### src/rtl/cache_port_arbiter.sv
// rtl/cache_port_arbiter.sv - zeroing sweep plus round-robin two-port arbiter for the single-port cache SRAM
module cache_port_arbiter #(
  parameter int unsigned ADDR_WIDTH = 9,
  parameter int unsigned DATA_DEPTH = 512,
  parameter int unsigned OUT_REGS   = 0
) (
  input  logic                       Clk_CI,
  input  logic                       Rst_RBI,
  input  logic [1:0]                 Req_SI,
  input  logic [1:0]                 WrEn_SI,
  input  logic [1:0][7:0]            BEn_SI,
  input  logic [1:0][ADDR_WIDTH-1:0] Addr_DI,
  input  logic [1:0][63:0]           WrData_DI,
  output logic [1:0]                 Gnt_SO,
  output logic [1:0]                 RValid_SO,
  output logic [63:0]                RData_DO,
  input  logic                       InitReq_SI,
  output logic                       InitDone_SO,
  output logic                       CSel_SO,
  output logic                       WrEn_SO,
  output logic [7:0]                 BEn_SO,
  output logic [ADDR_WIDTH-1:0]      Addr_DO,
  output logic [63:0]                WrData_DO,
  input  logic [63:0]                RdData_DI
);

  localparam int unsigned LAT = 1 + OUT_REGS;
  localparam logic [ADDR_WIDTH-1:0] LAST_ADDR = ADDR_WIDTH'(DATA_DEPTH - 1);

  typedef enum logic [1:0] {
    ST_INIT  = 2'd0,
    ST_RUN   = 2'd1,
    ST_DRAIN = 2'd2
  } state_e;

  state_e                state_q, state_d;
  logic [ADDR_WIDTH-1:0] cnt_q, cnt_d;
  logic                  last_gnt_q, last_gnt_d;
  logic [LAT-1:0]        sr_valid_q, sr_valid_d;
  logic [LAT-1:0]        sr_port_q, sr_port_d;
  logic                  init_done_q, init_done_d;

  logic sr_empty;
  logic sel;
  logic grant_en;

  // Round-robin pick: a tie goes to the port that did not win last time.
  always_comb begin
    sr_empty = (sr_valid_q == '0);
    sel      = (Req_SI == 2'b11) ? ~last_gnt_q : ~Req_SI[0];
    grant_en = (state_q == ST_RUN) && (Req_SI != 2'b00) && !(InitReq_SI && sr_empty);
    Gnt_SO   = 2'b00;
    if (grant_en) begin
      Gnt_SO[sel] = 1'b1;
    end
  end

  // SRAM port mux: sweep writes in INIT, the granted port in RUN, idle otherwise.
  always_comb begin
    CSel_SO   = 1'b0;
    WrEn_SO   = 1'b0;
    BEn_SO    = 8'h00;
    Addr_DO   = '0;
    WrData_DO = 64'd0;
    if (state_q == ST_INIT) begin
      CSel_SO = 1'b1;
      WrEn_SO = 1'b1;
      BEn_SO  = 8'hFF;
      Addr_DO = cnt_q;
    end else if (grant_en) begin
      CSel_SO   = 1'b1;
      WrEn_SO   = WrEn_SI[sel];
      BEn_SO    = BEn_SI[sel];
      Addr_DO   = Addr_DI[sel];
      WrData_DO = WrData_DI[sel];
    end
  end

  // Next state: sweep counter, re-init handling and drain of outstanding responses.
  always_comb begin
    state_d    = state_q;
    cnt_d      = cnt_q;
    last_gnt_d = grant_en ? sel : last_gnt_q;
    unique case (state_q)
      ST_INIT: begin
        if (cnt_q == LAST_ADDR) begin
          cnt_d   = '0;
          state_d = ST_RUN;
        end else begin
          cnt_d = cnt_q + ADDR_WIDTH'(1);
        end
      end
      ST_RUN: begin
        cnt_d = '0;
        if (InitReq_SI) begin
          state_d = sr_empty ? ST_INIT : ST_DRAIN;
        end
      end
      ST_DRAIN: begin
        cnt_d = '0;
        if (sr_empty) begin
          state_d = ST_INIT;
        end
      end
      default: begin
        cnt_d   = '0;
        state_d = ST_INIT;
      end
    endcase
    init_done_d = (state_d == ST_RUN);
  end

  // Response pipeline: one {valid, port} slot per cycle of SRAM read latency.
  always_comb begin
    sr_valid_d    = sr_valid_q << 1;
    sr_port_d     = sr_port_q << 1;
    sr_valid_d[0] = grant_en;
    sr_port_d[0]  = sel;
    RValid_SO     = 2'b00;
    if (sr_valid_q[LAT-1]) begin
      RValid_SO[sr_port_q[LAT-1]] = 1'b1;
    end
  end

  assign RData_DO    = RdData_DI;
  assign InitDone_SO = init_done_q;

  // State register; reset discards any in-flight responses and restarts the sweep.
  always_ff @(posedge Clk_CI or negedge Rst_RBI) begin
    if (!Rst_RBI) begin
      state_q     <= ST_INIT;
      cnt_q       <= '0;
      last_gnt_q  <= 1'b1;
      sr_valid_q  <= '0;
      sr_port_q   <= '0;
      init_done_q <= 1'b0;
    end else begin
      state_q     <= state_d;
      cnt_q       <= cnt_d;
      last_gnt_q  <= last_gnt_d;
      sr_valid_q  <= sr_valid_d;
      sr_port_q   <= sr_port_d;
      init_done_q <= init_done_d;
    end
  end

endmodule
### config.mk
export PLATFORM = sky130hd
export DESIGN_NAME = cache_port_arbiter
export DESIGN_NICKNAME = d
export VERILOG_FILES = /design/src/rtl/cache_port_arbiter.sv
export SDC_FILE = /design/constraint.sdc
export NUM_CORES = 1
export LEC_CHECK = 0
export ABC_AREA = 1
export BUFFER_PORTS_ARGS = -buffer_cell sky130_fd_sc_hd__clkbuf_2
export CAP_MARGIN = 20
export CORE_AREA = 5 5 148 150
export DETAILED_ROUTE_END_ITERATION = 12
export DIE_AREA = 0 0 153 155
export PLACE_DENSITY = 0.53
export REMOVE_ABC_BUFFERS = 1
export SYNTH_ARGS = -nofsm -noshare
export SYNTH_HDL_FRONTEND = slang
export SYNTH_SLANG_ARGS = --single-unit
export TNS_END_PERCENT = 20
### constraint.sdc
create_clock -name Clk_CI -period 1.8 [get_ports Clk_CI]
set_input_delay 0.09 -clock Clk_CI [delete_from_list [all_inputs] [get_ports Clk_CI]]
set_output_delay 0.09 -clock Clk_CI [all_outputs]
set_load 0.01 [all_outputs]
==> key figures, run 1 <==
Outcome
  • Outcome: finished clean

Placement
  • Place WS: 49.2 ps
  • Placer congestion estimate: slightly above 0.9
  • Placed cell area: roughly 0.0038 mm²
  • PortBufs: 256
  • HPWL Detailed: 16100 µm

GRT
  • GRT Residual Overflow: 0
  • Largest net degree at the start of global routing: 44
  • Initial antenna violation count: 2
  • Vias in the first global route: approximately 3.9k
  • Gr usage total: 15.6%
  • First-pass GRT wire length: 27400 µm

Setup path
  • CP Max Fanout: 9
  • CP Capture Type: output port
  • WP data required: 1710 ps
  • Crit path kind: flop to output port
  • Crit path DAT: 1670 ps
  • Critical path's slowest cell: dfstp_2
  • Worst setup SP type: flop
  • Worst path cell trace: inv_1 -> nand2_4 -> nand2_8 -> clkinv_8 -> buf_12 -> nand2_1 -> a21oi_2 -> buf_2
  • CP max stage delay: around 520 ps
  • Family with the most delay on the worst path: flip-flops
  • WP buf/inv: 4

Flow run
  • Maxcap violations: 0

Cells and area
  • Register area: 377 µm²
  • # fillers: 2346
  • Post-Layout Inst Area: 0.00418 mm²
  • Share of layout cells above drive strength 1: 50.0%
  • Final net count: 900
  • Multi-input gate area: around 0.0017 mm²
  • Area Growth Syn to Fin: 55.1%

Routing
  • Routed WL: 20000 µm
  • Pre-antenna DRT Iters: 4
  • Top Metal Used: met5
  • Routed len/inst: 21.3 µm
  • Wire length on met2: 7520 µm
  • Remaining DRCs: 0
  • Met1 wire length: between 8000 and 9000 µm
  • DR vias/cell: 4.06
  • Met3 WL: 3640 µm
  • Drt first-iter violations: 211
  • Vias post-DR: 3817
  • Post-route ant nets: 0

Synthesis
  • Share of the yosys chip area belonging to registers: 14.0%
  • Synth area leaders: nand2_1 (32%), buf_4 (19%), dfrtp_1 (13%), a21oi_2 (9.7%), a21oi_1 (6.9%)
  • Syn_area_per_cell: 5.69 µm²
  • Mapped Cells: 474
  • Yosys warnings: 0
  • Cell area after synthesis: 0.00270 mm²
  • Area leader, netlist: nand2_1
  • Synth unique cells: 23
  • #FFs+latches synth: 15
  • Yosys top cell area share: around a third

Floorplan
  • Die W: 153 µm
  • Die area: roughly 0.024 mm²
  • # rows: 53
  • Chip height: 155 µm
  • I/O Pins: 385
  • Core area: 0.0206 mm²
  • Initial cell density of the core: 13.1%

STA
  • Setup TNS Final: 0 ps
  • Final hold violation count: 0
  • Worst slew pin tran: 438 ps
  • Peak Freq: between 500 and 600 MHz
  • Slew Viols, Final: 0
  • Fin crit share: 97.5%
  • RSZ-0062 raised after global routing: yes
  • Post-layout min period: 1760 ps
  • Count of final setup violators: 0
  • Slew HR: 70.7%
  • Clk_skew: roughly 2.3 ps
  • Worst Setup Slack, final: between 40 and 50 ps

Worst hold path
  • Worst hold-check path type: input port to output port

Clock network
  • Maximum buffer depth of the clock tree: 2
  • Later-pin clock latency in the skew report: 250 ps
  • TritonCTS clock tree: done
  • Max H-tree Level: 1
  • Clock Tree Root: clkbuf_16
  • TritonCTS buffer count: 3
  • Num Clock Sinks: 15
  • CTS clk-pin slew, worst paths: 50 ps

Pwr
  • Power per Cell Area: 491 mW/mm²
  • Worst vdd ir: ~210 µV
  • P_leak: ~2.3 nW
==> layer usage <==
layer	GRT usage, %	vias to the layer above
met4	2.25	10
li1	-	1801
met3	12.2	17
met2	20.8	335
met1	19.5	1654
met5	8.07	-
==> worst paths after layout <==
| path | start | end | slack, ps | depth (start not counted) |
|---|---|---|---|---|
| min | RdData_DI[27] | RData_DO[27] | 180 | 0 |
| min reg2reg | last_gnt_q | last_gnt_q | 470 | 2 |
| min in group asynchronous | Rst_RBI | cnt_q[5] | 310 | 2 |
| max reg2reg | cnt_q[1] | cnt_q[4] | 190 | 9 |
| max | last_gnt_q | WrData_DO[18] | 40 | 8 |
| max in group asynchronous | Rst_RBI | last_gnt_q | 1180 | 2 |
==> Yosys cell counts <==
cell type	number
o22ai_1	2
dfstp_2	1
nand2_4	2
buf_6	5
nor2_1	20
nand2_1	231
buf_2	16
nand3_1	21
inv_1	13
o21bai_1	1
buf_4	70
nor3b_1	1
a21oi_2	30
nor3_1	1
clkinv_1	1
o21ai_2	1
o21ai_0	1
dfrtp_1	14
nand2_2	1
ha_1	2
a21oi_1	37
inv_2	2
clkbuf_1	1
==> layout make-up <==
type,instances,share of cell area (%)
well taps,275,8.23
repair buffers,278,39.1
flip-flops and latches,15,9.00
multi-input cells,351,40.0
diodes,1,0.0598
clock buffers,4,1.88
inverters,16,1.73
==> worst reg2reg max path, delay by kind of cell, from the launching register on <==
kind / cells / cell delay [ps]
and+or+nand+nor: 6 / 590
adders and majority gates: 2 / 440
DFF: 1 / 410
buffers and inverters: 1 / 90
==> stage by stage <==
step | hold WS, ps | utilization, % | cells | power (mW)
floorplan | -206 | - | 382 | 1.02
global placement | 34.0 | 18.5 | 925 | 1.51
detailed placement | 32.0 | 18.5 | 925 | 1.51
CTS | 180 | 19.6 | 935 | 2.03
global route | 180 | 20.3 | 939 | 2.23
finish | 180 | 20.3 | 940 | 2.05
==> where the power goes <==
part,switching (mW),internal [mW],total (mW)
clock,0.137,0.300,0.437
combinational,0.621,0.473,1.09
sequential,0.0900,0.430,0.520
==> flip-flops by register name, indices dropped and copies added (netlist names) <==
register and cells:
InitDone_SO 1, cnt_q 9, last_gnt_q 1, sr_port_q 1, sr_valid_q 1, state_q 2
==> kinds of logic after synthesis <==
family | count (synthesis) | synth area share (%)
AO/OA/AOI/OAI | 72 | 17.9
flip-flops | 15 | 14.0
buffers and inverters | 108 | 26.9
adder cells (fa/ha/maj) | 2 | 0.927
AND/OR/NAND/NOR | 277 | 40.4
==> placed cells by master (no fill, tap or decap), drive strengths merged <==
cell,netlist,layout
buf,91,21
ha,2,2
nor2,20,20
inv,15,14
dfstp,1,1
dlygate4sd3,0,1
o22ai,2,2
diode,0,1
nor3,1,1
nor3b,1,1
dfrtp,14,14
clkinv,1,2
o21ai,2,2
nand3,21,21
o21bai,1,1
nand2,234,234
clkbuf,1,260
a21oi,67,67
==> what timing repair did <==
| item | in CTS | in global routing |
|---|---|---|
| hold buffers | 1 | 0 |
| buffers inserted | 3 | 1 |
| hold endpoints to repair | 14 | 0 |
| gates cloned | 2 | 3 |
| gates resized for setup | 17 | 20 |
| pin swaps | 0 | 2 |
| setup endpoints to repair | 56 | 61 |
Power figures use the tool's default switching activity.
==> inputs of run 2 (changes only) <==
--- a/config.mk
+++ b/config.mk
@@ -8,10 +8,13 @@
 export ABC_AREA = 1
 export BUFFER_PORTS_ARGS = -buffer_cell sky130_fd_sc_hd__clkbuf_2
 export CAP_MARGIN = 20
-export CORE_AREA = 5 5 148 150
+export CELL_PAD_IN_SITES_DETAIL_PLACEMENT = 1
+export CELL_PAD_IN_SITES_GLOBAL_PLACEMENT = 2
+export CORE_ASPECT_RATIO = 0.9
+export CORE_MARGIN = 5
+export CORE_UTILIZATION = 12
 export DETAILED_ROUTE_END_ITERATION = 12
-export DIE_AREA = 0 0 153 155
-export PLACE_DENSITY = 0.53
+export PLACE_DENSITY = 0.94
 export REMOVE_ABC_BUFFERS = 1
 export SYNTH_ARGS = -nofsm -noshare
 export SYNTH_HDL_FRONTEND = slang
==> run 2 against run 1 <==
Die area is 7.9% higher. Fmax shrank 2.1%. Sequential share of layout area shrank 0.18 points. Highest routed layer unchanged.
==> key figures, run 2 (synthesized netlist as in run 1, its figures left out) <==
Outcome
  • Outcome: finished clean

Routing
  • Post-route ant nets: 0 (unchanged)
  • Remaining DRCs: 0 (unchanged)
  • Routed WL: 23000 µm (+15%)
  • DR vias/cell: 4.19 (+3.2%)
  • Vias post-DR: 4031 (+5.6%)
  • Pre-antenna DRT Iters: 4 (unchanged)
  • Drt first-iter violations: 114 (-46%)
  • Routed len/inst: 24.0 µm (+12%)

STA
  • Count of final setup violators: 0 (unchanged)
  • Peak Freq: 557 MHz (-2.1%)
  • Post-layout min period: 1790 ps (+38.2 ps)
  • Fin crit share: 99.7% (+2.1 points)
  • Slew HR: 72.4% (+1.7 points)
  • Clk_skew: 3.25 ps (+0.963 ps)
  • RSZ-0062 raised after global routing: yes
  • Final hold violation count: 0 (unchanged)
  • Worst slew pin tran: 414 ps (-23.6 ps)
  • Slew Viols, Final: 0 (unchanged)
  • Fin Hold WS: 180 ps (-0.0260 ps)

Flow run
  • Maxcap violations: 0 (unchanged)

Setup path
  • Reg-to-reg critical path startpoint: cnt_q[1]
  • Crit path DAT: 1700 ps (+30 ps)
  • WP data required: 1710 ps (about the same)
  • Worst R2R Setup Slack: 170 ps (-20 ps)
  • Worst setup SP type: flop
  • CP Max Fanout: 10 (+1)
  • Family with the most delay on the worst path: flip-flops
  • WP buf/inv: 4 (unchanged)
  • Worst path cell trace: inv_2 -> nand2_4 -> nand2_8 -> clkinv_16 -> buf_12 -> nand2_1 -> a21oi_2 -> buf_2
  • Worst reg2reg path depth: 8 (-1)
  • Critical path's slowest cell: dfstp_2
  • CP Capture Type: output port
  • Worst reg2reg path endpoint: state_q[0]
  • CP max stage delay: 530 ps (about the same)
  • Crit path kind: flop to output port

Floorplan
  • Core area: 0.0223 mm² (+8.6%)
  • Initial cell density of the core: 12.1% (-1.0 points)
  • Die area: 0.0256 mm² (+7.9%)
  • I/O Pins: 385 (unchanged)
  • Die W: 168 µm (+9.8%)
  • # rows: 52 (-1.9%)
  • Chip height: 152 µm (-1.8%)

GRT
  • Initial antenna violation count: 0 (-2)
  • First-pass GRT wire length: 28800 µm (+4.8%)
  • Vias in the first global route: 4057 (+4.8%)
  • GRT Residual Overflow: 0 (unchanged)
  • Largest net degree at the start of global routing: 86 (+95%)
  • Gr usage total: 15.2% (-0.41 points)

Cells and area
  • Most common cell after layout, fill and taps aside: nand2_1
  • Final net count: 901 (+0.11%)
  • Layout Cells excl Fill: 962 (+2.3%)
  • Register area: 377 µm² (unchanged)
  • Max reg flops: 9 (unchanged)
  • # fillers: 2872 (+22%)
  • Multi-input gate area: 0.00168 mm² (+0.45%)
  • Largest regs: cnt_q: 9 flops, state_q: 2 flops
  • Number of diodes: 0 (-1)
  • Commonest non-fill, non-tap cells in the layout: nand2_1 (226), clkbuf_2 (225), a21oi_2 (37), a21oi_1 (29), buf_2 (24)
  • Share of layout cells above drive strength 1: 50.7% (+0.68 points)
  • Largest reg by FF count: cnt_q
  • Area Growth Syn to Fin: 58.2%
  • Final core occ: 19.1% (-1.2 points)
  • Post-Layout Inst Area: 0.00427 mm² (+2.0%)

Placement
  • DP Cell Count: 948 (+2.5%)
  • PortBufs: 256 (unchanged)
  • HPWL Detailed: 17900 µm (+11%)
  • Placed cell area: 0.00386 mm² (+1.2%)
  • Placer congestion estimate: 0.842 (-7.6%)

Clock network
  • TritonCTS clock tree: done
  • Post-CTS Setup Bufs: 0 (-3)
  • Max H-tree Level: 1 (unchanged)
  • Maximum buffer depth of the clock tree: 2 (unchanged)
  • TritonCTS buffer count: 3 (unchanged)
  • CTS clk-pin slew, worst paths: 50 ps (about the same)
  • Clock Tree Root: clkbuf_16
  • Num Clock Sinks: 15 (unchanged)
  • Later-pin clock latency in the skew report: 240 ps (about the same)

Pwr
  • Total chip power: 2.14 mW (+4.3%)
  • Power per Cell Area: 501 mW/mm² (+2.2%)
  • P_leak: 2.35 nW (+1.9%)
  • Worst vdd ir: 343 µV (+66%)

Worst hold path
  • Worst hold-check path type: input port to output port
  • Hold Startpoint: RdData_DI[38]
  • Hold worst-path end: RData_DO[38]
  • Min-Delay Path Depth: 0 (unchanged)
==> run 2: cell count changes in the layout (fill, tap and decap cells not counted), moves of 3 or more <==
| cell | change |
|---|---|
| buf_2 | +22 |
| buf_4 | +3 |
| buf_6 | +3 |
| clkbuf_16 | +3 |
| clkbuf_2 | -26 |
==> run 2: area by class of cell <==
| class | count | area share, % |
|---|---|---|
| clock buffer | 4 | 1.85 |
| inverter | 16 | 2.11 |
| tap | 297 | 8.71 |
| multi-input combinational | 351 | 39.3 |
| sequential | 15 | 8.82 |
| timing repair buffer | 279 | 39.2 |
==> run 2: metrics by stage <==
stage / setup WS [ps] / setup TNS [ps]
2_1_floorplan: -812 / -45700
4_1_cts: -13.4 / -39.6
6_report: 5.98 / 0
5_1_grt: -73.9 / -1340
3_3_place_gp: 39.5 / 0
3_5_place_dp: -3.48 / -3.48
==> run 2: repair_timing <==
action                                 CTS  global route
pin swaps                                0             2
cloned                                   0             9
resized for setup                        3            68
endpoints found under the hold margin   14             0
hold buffers                             1             0
setup endpoints to repair                9            78
==> run 2: layer usage <==
| metal | vias up | wire (µm) | track usage (%) |
|---|---|---|---|
| met5 | - | 364 | 9.83 |
| met4 | 8 | 70 | 0.927 |
| met3 | 10 | 3990 | 12.9 |
| met2 | 346 | 9670 | 22.3 |
| met1 | 1862 | 8940 | 17.0 |
| li1 | 1805 | - | - |
==> run 2: how the worst max path moves through the flow <==
stage               cells past startpoint  startpoint            end
finish                                  8  last_gnt_q  WrData_DO[16]
global route                            8  last_gnt_q  WrData_DO[16]
CTS                                     7  last_gnt_q  WrData_DO[56]
detailed placement                      9    cnt_q[1]       cnt_q[4]
global placement                        9    cnt_q[1]       cnt_q[4]
floorplan                               2  sr_valid_q        CSel_SO
==> run 2: report_power, final <==
group | total [mW] | switching, mW | internal (mW) | leakage (nW)
Combinational | 1.19 | 0.693 | 0.495 | 2.12
Clock | 0.432 | 0.132 | 0.300 | 0.0382
Sequential | 0.520 | 0.0903 | 0.430 | 0.185
==> inputs of run 3 (changes only) <==
--- a/config.mk
+++ b/config.mk
@@ -5,16 +5,15 @@
 export SDC_FILE = /design/constraint.sdc
 export NUM_CORES = 1
 export LEC_CHECK = 0
-export ABC_AREA = 1
 export BUFFER_PORTS_ARGS = -buffer_cell sky130_fd_sc_hd__clkbuf_2
 export CAP_MARGIN = 20
 export CELL_PAD_IN_SITES_DETAIL_PLACEMENT = 1
 export CELL_PAD_IN_SITES_GLOBAL_PLACEMENT = 2
 export CORE_ASPECT_RATIO = 0.9
 export CORE_MARGIN = 5
-export CORE_UTILIZATION = 12
+export CORE_UTILIZATION = 13
 export DETAILED_ROUTE_END_ITERATION = 12
-export PLACE_DENSITY = 0.94
+export PLACE_DENSITY = 0.91
 export REMOVE_ABC_BUFFERS = 1
 export SYNTH_ARGS = -nofsm -noshare
 export SYNTH_HDL_FRONTEND = slang
==> run 3 against run 2 <==
The flow now finishes with violations (setup timing). Worst setup slack lost 34 ps. Fmax shrank 1.8%. Highest routed layer unchanged. Clock-buffer cell count is the same. Non-clock buffer count grew 6. Clock skew grew 2.4 ps. Clock power grew 2%. Die area grew 0.21%. Critical path depth shrank 2.
==> key figures, run 3 <==
Routing
  • Routed len/inst: 23.2 µm (-3.0%)
  • Routed WL: 21100 µm (-8.3%)
  • DR vias/cell: 4.48 (+7.0%)
  • Remaining DRCs: 0 (unchanged)
  • Drt first-iter violations: 174 (+53%)
  • Post-route ant nets: 0 (unchanged)
  • Vias post-DR: 4081 (+1.2%)
  • Pre-antenna DRT Iters: 4 (unchanged)

Placement
  • HPWL Detailed: 16200 µm (-9.7%)
  • Placer congestion estimate: 0.866 (+2.8%)
  • PortBufs: 256 (unchanged)

Floorplan
  • Core area: 0.0223 mm² (unchanged)
  • Die area: 0.0256 mm² (+0.21%)
  • Chip height: 152 µm (+0.11%)
  • Initial cell density of the core: 13.1% (+1.0 points)
  • Die W: 168 µm (+0.11%)
  • # rows: 52 (unchanged)
  • I/O Pins: 385 (unchanged)

Clock network
  • Num Clock Sinks: 15 (unchanged)
  • TritonCTS clock tree: done
  • CTS clk-pin slew, worst paths: 50 ps (about the same)
  • TritonCTS buffer count: 3 (unchanged)
  • Clock Tree Root: clkbuf_16
  • Maximum buffer depth of the clock tree: 2 (unchanged)
  • Max H-tree Level: 1 (unchanged)
  • Later-pin clock latency in the skew report: 250 ps (about the same)

Cells and area
  • Share of layout cells above drive strength 1: 57.7% (+7.1 points)
  • Most common cell after layout, fill and taps aside: clkbuf_2
  • Final core occ: 20.1% (+0.99 points)
  • Max reg flops: 9 (unchanged)
  • Commonest non-fill, non-tap cells in the layout: clkbuf_2 (220), o21ai_0 (80), nand3_1 (66), a21oi_2 (53), buf_2 (32)
  • Largest reg by FF count: cnt_q
  • Area Growth Syn to Fin: 53.3%
  • Number of diodes: 0 (unchanged)
  • Final net count: 849 (-5.8%)
  • Largest regs: cnt_q: 9 flops, state_q: 2 flops

Synthesis
  • Most instantiated cells after synthesis: o21ai_0 (80), buf_4 (68), nand3_1 (66)
  • Most frequent cell after synthesis: o21ai_0
  • EDFF count, synth: 0 (unchanged)
  • Synth unique cells: 36 (+57%)
  • Syn_area_per_cell: 6.73 µm² (+18%)
  • Yosys warnings: 0 (unchanged)
  • Area leader, netlist: buf_4
  • Yosys top cell area share: 17.4% (-15 points)
  • Mapped Cells: 435 (-8.2%)
  • Cell area after synthesis: 0.00293 mm² (+8.6%)
  • Primary FF master, synth: dfrtp_1
  • #FFs+latches synth: 15 (unchanged)
  • Ys async rst share: 100% (unchanged)
  • Synth area leaders: buf_4 (17%), o21ai_0 (14%), a21oi_2 (12%), dfrtp_1 (12%), nand3_1 (11%)
  • Share of the yosys chip area belonging to registers: 12.9% (-1.1 points)

GRT
  • GRT Residual Overflow: 0 (unchanged)
  • Largest net degree at the start of global routing: 80 (-7.0%)
  • Initial antenna violation count: 0 (unchanged)
  • First-pass GRT wire length: 27900 µm (-2.9%)
  • Gr usage total: 14.3% (-0.93 points)
  • Vias in the first global route: 4155 (+2.4%)

STA
  • RSZ-0062 raised after global routing: yes
  • Count of final setup violators: 4 (+4)
  • Slew HR: 72.8% (+0.46 points)
  • Final hold violation count: 0 (unchanged)
  • Post-layout min period: 1830 ps (+33.7 ps)
  • Clk_skew: 5.69 ps (+2.45 ps)
  • Peak Freq: 547 MHz (-1.8%)
  • Slew Viols, Final: 0 (unchanged)
  • Fin crit share: 102% (+1.9 points)
  • Worst Setup Slack, final: -27.7 ps (-33.7 ps)
  • Worst slew pin tran: 403 ps (-11.1 ps)

Setup path
  • Worst path cell trace: nand2b_4 -> buf_12 -> clkbuf_16 -> nand3_1 -> a21oi_1 -> clkbuf_2
  • Crit path DAT: 1740 ps (+40 ps)
  • Worst setup SP type: flop
  • CP Capture Type: output port
  • Crit path kind: flop to output port
  • WP buf/inv: 3 (-1)
  • Family with the most delay on the worst path: flip-flops
  • Critical path's slowest cell: dfstp_2
  • CP Max Fanout: 25 (+15)
  • Reg-to-reg critical path startpoint: cnt_q[0]
  • CP max stage delay: 560 ps (+30 ps)
  • WP data required: 1710 ps (about the same)
  • Worst Setup SP: last_gnt_q

Flow run
  • Maxcap violations: 0 (unchanged)

Worst hold path
  • Hold Startpoint: InitReq_SI
  • Worst hold-check path type: input port to flop

Pwr
  • Total chip power: 1.32 mW (-38%)
  • P_leak: 2.02 nW (-14%)
  • Power per Cell Area: 293 mW/mm² (-42%)
  • Worst vdd ir: 233 µV (-32%)

Outcome
  • Outcome: finished with violations
  • Violated checks: setup timing
-- run 3: worst paths after layout --
path	to	slack [ps]	cells past startpoint
setup reg to reg	cnt_q[6]	120	6
max in group asynchronous	last_gnt_q	1180	2
setup / recovery	WrData_DO[7]	-30	6
hold reg to reg	state_q[1]	520	1
hold / removal	state_q[1]	180	3
min in group asynchronous	sr_valid_q	300	2
-- run 3: final cells by class --
class / count / area [µm²]
Multi-Input combinational cell: 305 / 1900
Clock buffer: 4 / 78.8
Inverter: 4 / 15.0
Sequential cell: 15 / 377
Fill cell: 2806 / 17800
Tap cell: 297 / 372
Timing Repair Buffer: 285 / 1750
-- run 3: metal layers --
layer | vias to the layer above | routed length [µm] | GRT usage [%]
li1 | 1861 | - | -
met1 | 1907 | 8200 | 15.9
met2 | 289 | 8990 | 21.5
met3 | 18 | 3550 | 11.1
met4 | 6 | 188 | 1.97
met5 | - | 222 | 6.24
-- run 3: cells by family (layout without fill, tap and decap cells) --
kind of cell               Yosys count  in the layout  synth area share (%)
AOI/OAI and AO/OA                  191            191                  40.8
buffers and inverters              115            293                  25.2
and+or+nand+nor                    107            107                  18.7
DFF                                 15             15                  12.9
xor gates and xnor gates             3              3                 0.897
adders and majority gates            2              2                 0.854
muxes                                2              2                 0.726
-- run 3: worst min-delay path, cell delays in order --
cell and delay [ps]:
clkbuf_2 120, a21oi_1 70, nor2b_1 100
-- run 3: what timing repair did --
action                                  CTS  global route
hold endpoints to repair                 14             0
gates resized for setup                   3            54
gates cloned                              0             6
endpoints found under the setup margin    8            54
pin swaps                                 1            21
hold buffers                              1             0
buffers inserted                          0             4
-- run 3: power breakdown --
group	total [mW]	leakage, nW	internal [mW]	switching, mW
clock network	0.442	0.0382	0.300	0.142
registers	0.340	0.188	0.339	0.000465
logic	0.535	1.79	0.250	0.286
-- run 3: per-stage QoR --
step           setup WS (ps)  cells  hold slack (ps)  TNS (ps)  area (µm²)
5_1_grt                -82.3    910              180     -2510        4490
6_report               -27.7    910              177     -59.8        4490
3_5_place_dp             164    895             38.7         0        4130
3_3_place_gp             192    895             24.5         0        4130
2_1_floorplan          -1230    324             -206    -99590        2210
4_1_cts                -20.9    900              180     -45.3        4230
